==> src/rtl/conv55_6_pim_feeder.sv <==
// conv55_6_pim_feeder: builds 5x5 windows from a 6-bit raster pixel stream and feeds one conv55_6 PIM macro.
// Latency: result valid PIM_LAT+1 cycles after the pim_en pulse; pim_en follows the window-completing accept by one cycle.
// Backpressure: one window in flight; pix_ready is low from ISSUE until the result handshake completes.
module conv55_6_pim_feeder #(
  parameter int IMG_W    = 28,
  parameter int IMG_H    = 28,
  parameter int DATA_W   = 6,
  parameter int RES_W    = 18,
  parameter int ADDR_W   = 5,
  parameter int PIM_ADDR = 0,
  parameter int PIM_LAT  = 1
) (
  input  logic                  clk,
  input  logic                  rst_n,
  input  logic                  pix_valid,
  output logic                  pix_ready,
  input  logic [DATA_W-1:0]     pix_data,
  output logic [25*DATA_W-1:0]  win_data,
  output logic [ADDR_W-1:0]     pim_addr,
  output logic                  pim_en,
  input  logic [RES_W-1:0]      pim_result,
  output logic                  res_valid,
  input  logic                  res_ready,
  output logic [RES_W-1:0]      res_data,
  output logic                  res_last
);

  localparam int CW = (IMG_W > 1) ? $clog2(IMG_W) : 1;
  localparam int RW = (IMG_H > 1) ? $clog2(IMG_H) : 1;
  localparam int LW = $clog2(PIM_LAT + 1);

  typedef enum logic [1:0] {
    S_ACCEPT = 2'd0,
    S_ISSUE  = 2'd1,
    S_WAIT   = 2'd2,
    S_HOLD   = 2'd3
  } state_t;

  state_t state, state_nx;

  logic [CW-1:0]     col;
  logic [RW-1:0]     row;
  logic [LW-1:0]     lat_cnt;
  logic              last_pend;

  // lb[0] holds the oldest of the four buffered lines, lb[3] the newest.
  logic [DATA_W-1:0] lb [4][IMG_W];
  // win[r][c]: r=0 oldest line, c=0 leftmost column.
  logic [DATA_W-1:0] win [5][5];
  logic [DATA_W-1:0] new_col [5];

  logic accept;
  logic col_end;
  logic row_end;
  logic win_done;
  logic lat_done;

  assign accept   = pix_valid && pix_ready;
  assign col_end  = (col == CW'(IMG_W - 1));
  assign row_end  = (row == RW'(IMG_H - 1));
  assign win_done = accept && (row >= RW'(4)) && (col >= CW'(4));
  assign lat_done = (lat_cnt == LW'(PIM_LAT - 1));
  assign pim_addr = ADDR_W'(PIM_ADDR);

  // Word k of the PIM bus is window row k/5, column k%5.
  genvar k;
  generate
    for (k = 0; k < 25; k++) begin : g_flat
      assign win_data[DATA_W*k +: DATA_W] = win[k/5][k%5];
    end
  endgenerate

  // Column entering the window: four buffered lines at this col plus the new pixel.
  always_comb begin
    for (int i = 0; i < 5; i++) new_col[i] = '0;
    for (int i = 0; i < 4; i++) new_col[i] = lb[i][col];
    new_col[4] = pix_data;
  end

  // FSM state register.
  always_ff @(posedge clk or negedge rst_n) begin
    if (!rst_n) state <= S_ACCEPT;
    else        state <= state_nx;
  end

  // FSM next-state logic.
  always_comb begin
    state_nx = state;
    case (state)
      S_ACCEPT: if (win_done)  state_nx = S_ISSUE;
      S_ISSUE:                 state_nx = S_WAIT;
      S_WAIT:   if (lat_done)  state_nx = S_HOLD;
      S_HOLD:   if (res_ready) state_nx = S_ACCEPT;
      default:                 state_nx = S_ACCEPT;
    endcase
  end

  // Registered handshake/strobe outputs decoded from the next state, plus result capture.
  always_ff @(posedge clk or negedge rst_n) begin
    if (!rst_n) begin
      pix_ready <= 1'b0;
      pim_en    <= 1'b0;
      res_valid <= 1'b0;
      res_data  <= '0;
      res_last  <= 1'b0;
      lat_cnt   <= '0;
    end else begin
      pix_ready <= (state_nx == S_ACCEPT);
      pim_en    <= (state_nx == S_ISSUE);
      if (state == S_ISSUE) begin
        lat_cnt <= '0;
      end else if (state == S_WAIT) begin
        lat_cnt <= lat_cnt + LW'(1);
        if (lat_done) begin
          res_data  <= pim_result;
          res_valid <= 1'b1;
          res_last  <= last_pend;
        end
      end else if (state == S_HOLD && res_ready) begin
        res_valid <= 1'b0;
        res_last  <= 1'b0;
      end
    end
  end

  // Raster position of the next pixel, and whether the issued window closes the frame.
  always_ff @(posedge clk or negedge rst_n) begin
    if (!rst_n) begin
      col       <= '0;
      row       <= '0;
      last_pend <= 1'b0;
    end else if (accept) begin
      if (win_done) last_pend <= row_end && col_end;
      if (col_end) begin
        col <= '0;
        row <= row_end ? '0 : row + RW'(1);
      end else begin
        col <= col + CW'(1);
      end
    end
  end

  // 5x5 window shift register: shifts left by one column per accepted pixel.
  always_ff @(posedge clk or negedge rst_n) begin
    if (!rst_n) begin
      for (int r = 0; r < 5; r++)
        for (int c = 0; c < 5; c++)
          win[r][c] <= '0;
    end else if (accept) begin
      for (int r = 0; r < 5; r++) begin
        for (int c = 0; c < 4; c++) win[r][c] <= win[r][c+1];
        win[r][4] <= new_col[r];
      end
    end
  end

  // Line buffers: each accept ages the column up one line; storage is never cleared.
  always_ff @(posedge clk) begin
    if (accept) begin
      lb[0][col] <= lb[1][col];
      lb[1][col] <= lb[2][col];
      lb[2][col] <= lb[3][col];
      lb[3][col] <= pix_data;
    end
  end

endmodule

==> config.mk <==
export PLATFORM = sky130hd
export DESIGN_NAME = conv55_6_pim_feeder
export DESIGN_NICKNAME = d
export VERILOG_FILES = /design/src/rtl/conv55_6_pim_feeder.sv
export SDC_FILE = /design/constraint.sdc
export NUM_CORES = 1
export LEC_CHECK = 0
export CAP_MARGIN = 20
export CORE_ASPECT_RATIO = 1.1
export CORE_UTILIZATION = 53
export DETAILED_ROUTE_END_ITERATION = 10
export GPL_TIMING_DRIVEN = 1
export PLACE_DENSITY = 0.75
export SYNTH_ARGS = -nofsm -noshare
export SYNTH_HDL_FRONTEND = slang
export SYNTH_SLANG_ARGS = --single-unit
==> constraint.sdc <==
create_clock -name clk -period 2.84 [get_ports clk]
set_clock_uncertainty 0.05 [all_clocks]
set_input_delay 0.284 -clock clk [delete_from_list [all_inputs] [get_ports clk]]
set_output_delay 0.284 -clock clk [all_outputs]
set_load 0.02 [all_outputs]
==> out/results.ini <==
[synthesis]
synth-seq-cells = 858
yosysUniqueCellTypes = 59
synth_top_area_share_pct = 61.1
synth_edf_count = 672
syn_avg_cell_area_um2 = 16.7
netlist.top_cell.by_area = edfxtp_1
ys_top_cells_by_area = edfxtp_1 61%, dfrtp_1 14%, mux4_2 6.2%
synth_ff_type = edfxtp_1
synth_warnings = 0
async_flop_share_pct = 21.7
syn_inst = 1976
yosysSeqAreaShare_pct = 75.2
synthesis.area_um2 = 33000

[final_layout]
areaGrowthSynthToFinish_pct = 21.2
seq_area_um2 = 24800
nets = 2345
drive_above_1_share_pct = 19.2
fillCellCount = 4125
stdcell_area_um2 = 40000
antenna_cells = 0
final_cell_mix = 672 x edfxtp_1, 412 x nand2_1, 198 x clkdlybuf4s50_1
multi_input_area_um2 = 7850
mostFrequentLayoutCell = edfxtp_1

[power]
swShare_pct = 33.8
p_switching_w = 0.0156
power_density_nw_per_um2 = 1150
power_w = 0.0460
peakVddDrop_mv = 0.557
comb_power_share_pct = 35.1
clkPwrFrac_pct = 23.7
power_frac_seq_pct = 41.2
internal_power_w = 0.0305
p_leak_nw = 14.6

[floorplanning]
num_rows = 95
ioPinCount = 205
die_area_um2 = 63300
core-area_um2 = 61300
start_util_pct = 53.9
die_height_um = 264
die_w_um = 240

[grt]
grt_use_met1_pct = 36.4
grt_overflow = 0
top_usage_layer = met2
grt_use_met3_pct = 5.78
grt_antenna_before_repair = 1
grt_pass1_wl_um = 126000
grt_pass1_vias = 19400
grt_max_degree = 88
grt_usage_pct = 27.7
use_met2_pct = 45.0

[clock_tree]
cts_made_buffers = 81
cts_root_buffer = clkbuf_16
postCtsSetupRepairBufs = 0
cts.clk_slew.worst_paths_ns = 0.07
cts_tree = built
clock_insertion_delay_worst_skew_ns = 0.64
cts_buffer_depth = 3
ctsHtreeMaxLevel = 3
cts_sinks = 858

[detailed_routing]
wirelength_um = 86600
drc = 0
wire_per_inst_um = 27.0
drt-initial-drc-count = 2126
antenna_left = 0
first_pass_iters = 5
vias = 19400
viasPerCell = 6.08

[worst_setup_path]
required_ns = 3.36
crit_path_end_kind = register
crit_type = reg2reg
start_kind = register
arrival_ns = 3.25
cp_max_fo = 29
ff2ff_setup_slack_ns = 0.12

[sta]
slew_violations = 0
whs_ns = 0.209
hold_violations = 0
fmax_mhz = 367
final.period_utilization_pct = 95.9
worst_pin_slew_ns = 0.992
min_period_ns = 2.72
maxSlewHeadroom_pct = 33.6
setup_viol = 0

[min_path]
min-delay-path-class = in2reg

[place]
dpl_cell_area_um2 = 37300
portBuffers = 199
place_congestion = 0.850
place_hpwl_um = 53100

[outcome]
outcome = complete, no violations

[job]
max-cap-violations = 0

==> registers in the layout, summed over array words and instances (netlist names) <==
name       cells
col            5
last_pend      1
lat_cnt        1
lb           672
pim_en         1
pix_ready      1
res_data      18
res_last       1
res_valid      1
row            5
state          2
win_data     150
==> worst paths after layout <==
check / startpoint / to / cells after the start
worst max-delay path: col[2] / win_data[116] / 8
worst min-delay path: pim_result[6] / res_data[6] / 2
worst max register to register: col[2] / win_data[116] / 8
worst min register to register: win_data[124] / win_data[124] / 2
max in group asynchronous: rst_n / win_data[80] / 3
min in group asynchronous: rst_n / win_data[0] / 2
==> synth_stat cells, drive strengths merged, types with 17 or more instances <==
cell type	number
mux2i	156
mux4	91
nor2	53
a22oi	41
a211oi	17
buf	63
clkbuf	43
mux2	40
nand3	32
nand2	413
o22ai	47
dfrtp	186
edfxtp	672
==> through the flow <==
step	utilization [%]	cells	TNS [ns]	setup WS [ns]
after floorplan	-	1980	-42.88	-0.172
after global placement	60.8	3047	0	0.00921
after detailed placement	60.8	3047	0	0.0269
after CTS	65.3	3200	0	0.0854
after global routing	65.3	3200	-0.000517	-0.000517
final	65.3	3200	0	0.118
==> kinds of logic (layout without fill, tap and decap cells) <==
family | after synthesis | after routing | share of synthesized area, %
adders and majority gates | 10 | 10 | 0.379
DFF | 858 | 858 | 75.2
muxes | 287 | 287 | 12.3
buffers and inverters | 116 | 512 | 1.78
and+or+nand+nor | 550 | 550 | 6.97
xor gates and xnor gates | 2 | 2 | 0.0530
AOI/OAI and AO/OA | 152 | 152 | 3.34
other | 1 | 5 | 0.0114
==> power groups by stage <==
stage | logic [W] | registers (W) | clock network (W)
3_3_place_gp | 0.0154 | 0.0191 | 0
5_1_grt | 0.0171 | 0.0192 | 0.0115
6_report | 0.0161 | 0.0190 | 0.0109
3_5_place_dp | 0.0159 | 0.0192 | 0
2_1_floorplan | 0.00772 | 0.0202 | 0
4_1_cts | 0.0161 | 0.0190 | 0.0110
==> metal layers <==
metal	up-vias	part of all wire (%)
met4	0	4.1
met2	1224	49
met3	222	10
met5	-	0
met1	9845	37
li1	8158	-
==> area by class of cell <==
class | instances | area share, %
flip-flops and latches | 858 | 62.0
multi-input cells | 1006 | 19.6
repair buffers | 350 | 8.93
clock buffers | 108 | 5.61
well taps | 824 | 2.57
clock inverters | 44 | 1.16
inverters | 10 | 0.0937
==> critical path, cell delays in order, from the launching register on <==
cell and delay, ns:
dfrtp_1 0.57, inv_1 0.26, buf_4 0.24, nor2_1 0.26, buf_4 0.36, a211oi_2 0.11, nand3_1 0.25, buf_4 0.34
mux2_2 0.21
==> repair_timing <==
action | in CTS | in global routing
hold endpoints to repair | 83 | 0
hold buffers | 1 | 0
resized for setup | 1 | 2
endpoints found under the setup margin | 1 | 2
Note: power is estimated with default switching activity, not from simulation.
